**config.mk**
```make
export PLATFORM = sky130hd
export DESIGN_NAME = mmio_uart_tx
export DESIGN_NICKNAME = d
export VERILOG_FILES = /design/src/rtl/mmio_uart_tx.sv
export SDC_FILE = /design/constraint.sdc
export NUM_CORES = 1
export LEC_CHECK = 0
export BUFFER_PORTS_ARGS = -buffer_cell sky130_fd_sc_hd__clkbuf_2
export CAP_MARGIN = 20
export CORE_MARGIN = 5
export CORE_UTILIZATION = 38
export DETAILED_ROUTE_END_ITERATION = 10
export PLACE_DENSITY = 0.68
export SLEW_MARGIN = 20
export SYNTH_ARGS = -nofsm -noshare
export SYNTH_HDL_FRONTEND = slang
export SYNTH_SLANG_ARGS = --single-unit
```
**constraint.sdc**
```tcl
create_clock -name clock -period 3.6 [get_ports clock]
set_input_delay 0.36 -clock clock [delete_from_list [all_inputs] [get_ports clock]]
set_output_delay 0.36 -clock clock [all_outputs]
set_load 0.005 [all_outputs]
```
**src/rtl/mmio_uart_tx.sv**
```systemverilog
// mmio_uart_tx: memory-mapped 8N1 UART transmitter with a small transmit FIFO
module mmio_uart_tx #(
  parameter logic [31:0] BASE_ADDR   = 32'h02000000,
  parameter int          FIFO_DEPTH  = 4,
  parameter logic [15:0] DEFAULT_DIV = 16'd434
) (
  input  logic        clock,
  input  logic        reset,
  input  logic [31:0] address,
  input  logic [31:0] data_in,
  input  logic        read_write,
  input  logic [1:0]  access_size,
  output logic [31:0] data_out,
  output logic        tx,
  output logic        irq
);
  localparam int AW = $clog2(FIFO_DEPTH);
  localparam int CW = $clog2(FIFO_DEPTH + 1);
  localparam logic [CW-1:0] FULL_CNT = CW'(FIFO_DEPTH);
  typedef enum logic [1:0] {IDLE, START, DATA, STOP} state_t;
  state_t state, state_n;
  logic [7:0] mem [FIFO_DEPTH];
  logic [AW-1:0] wp, rp;
  logic [CW-1:0] count;
  logic [15:0] div, div_lat, bit_cnt;
  logic [7:0] shift;
  logic [2:0] idx;
  logic ovf, pop, tick, empty, full, sel, we;
  logic push_req, push_ok, ovf_set, ovf_clr, baud_we;
  logic [31:0] status;
  logic unused_ok;
  assign unused_ok = ^data_in[31:16];
  assign sel = address[31:4] == BASE_ADDR[31:4];
  assign we = sel && read_write;
  assign push_req = we && address[3:0] == 4'h0;
  assign ovf_clr = we && address[3:0] == 4'h4 && data_in[3];
  // access_size 3 is reserved and behaves as a word access
  assign baud_we = we && address[3:0] == 4'h8 && access_size[1];
  assign empty = count == '0;
  assign full = count == FULL_CNT;
  assign push_ok = push_req && (!full || pop);
  assign ovf_set = push_req && full && !pop;
  assign tick = bit_cnt == 16'd0;
  assign status = {16'h0, 8'(count), 4'h0, ovf, full, empty, state != IDLE};
  assign data_out = (sel && !read_write) ? (address[3:0] == 4'h4 ? status :
                    address[3:0] == 4'h8 ? {16'h0, div} : 32'h0) : 32'h0;
  assign tx = state == START ? 1'b0 : state == DATA ? shift[idx] : 1'b1;
  assign irq = empty && state == IDLE;
  always_comb begin
    state_n = state;
    pop = 1'b0;
    case (state)
      IDLE: if (!empty) begin
        pop = 1'b1;
        state_n = START;
      end
      START: if (tick) state_n = DATA;
      DATA: if (tick && idx == 3'd7) state_n = STOP;
      STOP: if (tick) begin
        pop = !empty;
        state_n = empty ? IDLE : START;
      end
    endcase
  end
  always_ff @(posedge clock)
    if (reset) state <= IDLE;
    else state <= state_n;
  always_ff @(posedge clock)
    if (push_ok) mem[wp] <= data_in[7:0];
  always_ff @(posedge clock) begin
    if (reset) begin
      wp <= '0;
      rp <= '0;
      count <= '0;
      ovf <= 1'b0;
      div <= DEFAULT_DIV;
    end else begin
      if (push_ok) wp <= wp + AW'(1);
      if (pop) rp <= rp + AW'(1);
      count <= count + CW'(push_ok) - CW'(pop);
      ovf <= ovf_set || (ovf && !ovf_clr);
      if (baud_we) div <= data_in[15:0] == 16'd0 ? 16'd1 : data_in[15:0];
    end
  end
  // divisor is latched per frame so BAUD writes only affect the next frame
  always_ff @(posedge clock) begin
    if (reset) begin
      shift <= '0;
      div_lat <= DEFAULT_DIV;
      bit_cnt <= '0;
      idx <= '0;
    end else if (pop) begin
      shift <= mem[rp];
      div_lat <= div;
      bit_cnt <= div - 16'd1;
      idx <= '0;
    end else if (state != IDLE) begin
      bit_cnt <= tick ? div_lat - 16'd1 : bit_cnt - 16'd1;
      if (tick && state == DATA) idx <= idx + 3'd1;
    end
  end
endmodule

```
==> metrics.txt <==
async set or reset register ratio after synthesis=0%; worst hold path class=primary input to flop; io pins=103; Finished Layout Cells=779; Clock Tree Buf Depth=2; Lkg Pwr=2.22 nW; Final Max Slew Viols=0; Reg-to-Reg End=bit_cnt[14]$_SDFFE_PP0P_; total negative setup slack=0 ns; CTS tree=done; initial drt markers=351; antenna violations before repair=0; Yosys reg bits=101; total setup buffers inserted after CTS=0; Yosys top cell area share=26.4%; first-pass GRT wire length=20500 µm; Starting Density=39.1%; vias in the first global route=4113; yosys synthesis warning count=0; clock root buffer=clkbuf_16; Area growth, synth to finish=15.4%; crit path DAT=between 3 and 4 ns; Syn Inst Count=between 500 and 600; Clock transition at path regs=0.07 ns; GPL Wtd Cong=0.855; Worst-Margin Slew=1.08 ns; Max IR drop VDD=0.366 mV; post-route minimum period=3.29 ns; dpl hpwl=~9500 µm; Via-to-Cell Ratio=5.38; Startpoint Class=flop; pwr dens=797 mW/mm²; crit share post-route=91.3%; worst setup path class=flop to flop; die footprint=0.0162 mm²; Slew HR=26.8%; RSZ-0062 raised after global routing=no; hold path start=data_in[0]; Area contributors post-synth=dfxtp_1, edfxtp_1, nor2_1; post-synthesis cell type count=65; Post-synth top cells=dfxtp_1, nor2_1, nand2_1, a21oi_1, edfxtp_1; Synth Flop Type=dfxtp_1; CP Max Fanout=6; post-CTS resize count=0; Setup-failing EPs final=0; Core Region=0.0133 mm²; diode count=0; Synth area leader=dfxtp_1; R2R setup slack=slightly above 0.3 ns; Row Count=42; ratio of cells with drive above 1 in the final layout=21.4%; EDFF count, synth=32; fillers=roughly 1300; largest net degree at the start of global routing=41; sequential fraction of the synthesis area=between 40 and 50%; reg2reg path depth=15; Routed WL=between 10000 and 15000 µm; Setup Skew=roughly 0.0094 ns; number of H-tree levels=3; Syn Area/Cell=about 9.8 µm²; Final Hold Vio Count=0; Hold-fix buffers, CTS=0; DR vias=~4200; Die Height=127 µm; status=completed; Crit. Startpoint=state[1]$_SDFFE_PP0P_; Crit path required time=3.86 ns; worst hold path endpoint=mem[3][0]$_DFFE_PP_; global route total overflow=0; # Max-Cap Violations=0; Crit. End Element=flop; Post-Synthesis Cell Area=around 0.0052 mm²; Placed Instances=763; worst r2r src=state[1]$_SDFFE_PP0P_; input/output buffers=69; Sink Count=101; hold path cells=1; WL/cell=16.2 µm; Detailed Routing Iterations Pass 1=5; Final ANT Viol Nets=0; Worst-Skew Late Latency=0.35 ns; Residual DRC=0; gr usage total=15.7%; count leader, synth=dfxtp_1; CTS Buf Count=9; Die X=roughly 130 µm; Max Fclk=304 MHz; fin nets=roughly 700
-- stage by stage --
stage	setup WS [ns]	hold WS, ns	instance area [µm²]	util (%)	total power [W]
4_1_cts	0.348	0.263	6030	45.2	0.00481
6_report	0.312	0.276	6030	45.2	0.00481
2_1_floorplan	0.221	0.429	5280	-	0.00323
3_5_place_dp	0.354	0.449	5720	42.8	0.00378
3_3_place_gp	0.479	0.437	5720	42.8	0.00372
5_1_grt	0.0277	0.256	6030	45.2	0.00516
-- state kept, by name, summed over array words and instances, names as in the netlist --
signal,cells
idx,3
mem,32
count,3
shift,8
rp,2
wp,2
div_lat,16
bit_cnt,16
div,16
ovf,1
state,2
-- metal layers --
| metal | global-route usage [%] | up-vias | part of all wire, % |
|---|---|---|---|
| met5 | 0 | - | 0 |
| met4 | 4.73 | 0 | 1.3 |
| met3 | 3.80 | 13 | 7.5 |
| met2 | 25.4 | 175 | 46 |
| met1 | 20.8 | 1994 | 45 |
| li1 | - | 2009 | - |
-- layout make-up --
type / count / area, µm² / share of cell area, %
flip-flops and latches: 101 / 2340 / 38.8
clock inverters: 7 / 87.6 / 1.45
clock buffers: 9 / 225 / 3.73
repair buffers: 83 / 450 / 7.47
inverters: 13 / 48.8 / 0.809
well taps: 176 / 220 / 3.65
multi-input cells: 390 / 2660 / 44.0
-- worst max-delay path, stage by stage (launching register included) --
cell and delay, ns:
dfxtp_1 0.41, inv_1 0.11, ha_1 0.28, inv_1 0.21, nor3_2 0.12, a41oi_4 0.28, inv_2 0.10, and2_1 0.18
nor2_1 0.12, ha_1 0.15, inv_1 0.04, a31oi_1 0.30, a21boi_4 0.32, nand3_1 0.13, xor2_1 0.19, a221oi_2 0.26
-- worst max-delay path by stage --
stage | end | depth (start not counted) | slack [ns]
floorplan | bit_cnt[14]$_SDFFE_PP0P_ | 17 | 0.22
CTS | count[2]$_SDFF_PP0_ | 14 | 0.35
global placement | count[2]$_SDFF_PP0_ | 14 | 0.48
finish | bit_cnt[14]$_SDFFE_PP0P_ | 15 | 0.31
detailed placement | count[2]$_SDFF_PP0_ | 14 | 0.35
global route | bit_cnt[14]$_SDFFE_PP0P_ | 15 | 0.03
-- logic make-up after synthesis --
| kind of cell | Yosys count | share of synthesized area (%) |
|---|---|---|
| AOI/OAI and AO/OA | 104 | 14.6 |
| xor gates and xnor gates | 16 | 2.68 |
| adders and majority gates | 15 | 3.74 |
| buffers and inverters | 56 | 5.53 |
| DFF | 101 | 44.8 |
| muxes | 31 | 8.33 |
| other | 1 | 0.0718 |
| and+or+nand+nor | 208 | 20.3 |
-- layout by cell type, fill, tap and decap left out, drive strengths merged, types with 11 or more instances in the layout --
cell type / n
nand2: 50
dfxtp: 69
a21oi: 36
buf: 14
nor3: 15
mux2i: 21
inv: 18
conb: 16
clkbuf: 78
and2: 19
ha: 14
a211oi: 13
edfxtp: 32
nor2b: 11
a211o: 11
xor2: 11
nor4: 13
nor2: 65
-- report_power, final --
group | switching (W) | internal (W) | total (W)
Sequential | 0.000188 | 0.00134 | 0.00153
Combinational | 0.00131 | 0.000941 | 0.00225
Clock | 0.000469 | 0.000559 | 0.00103
Power figures use the tool's default switching activity.
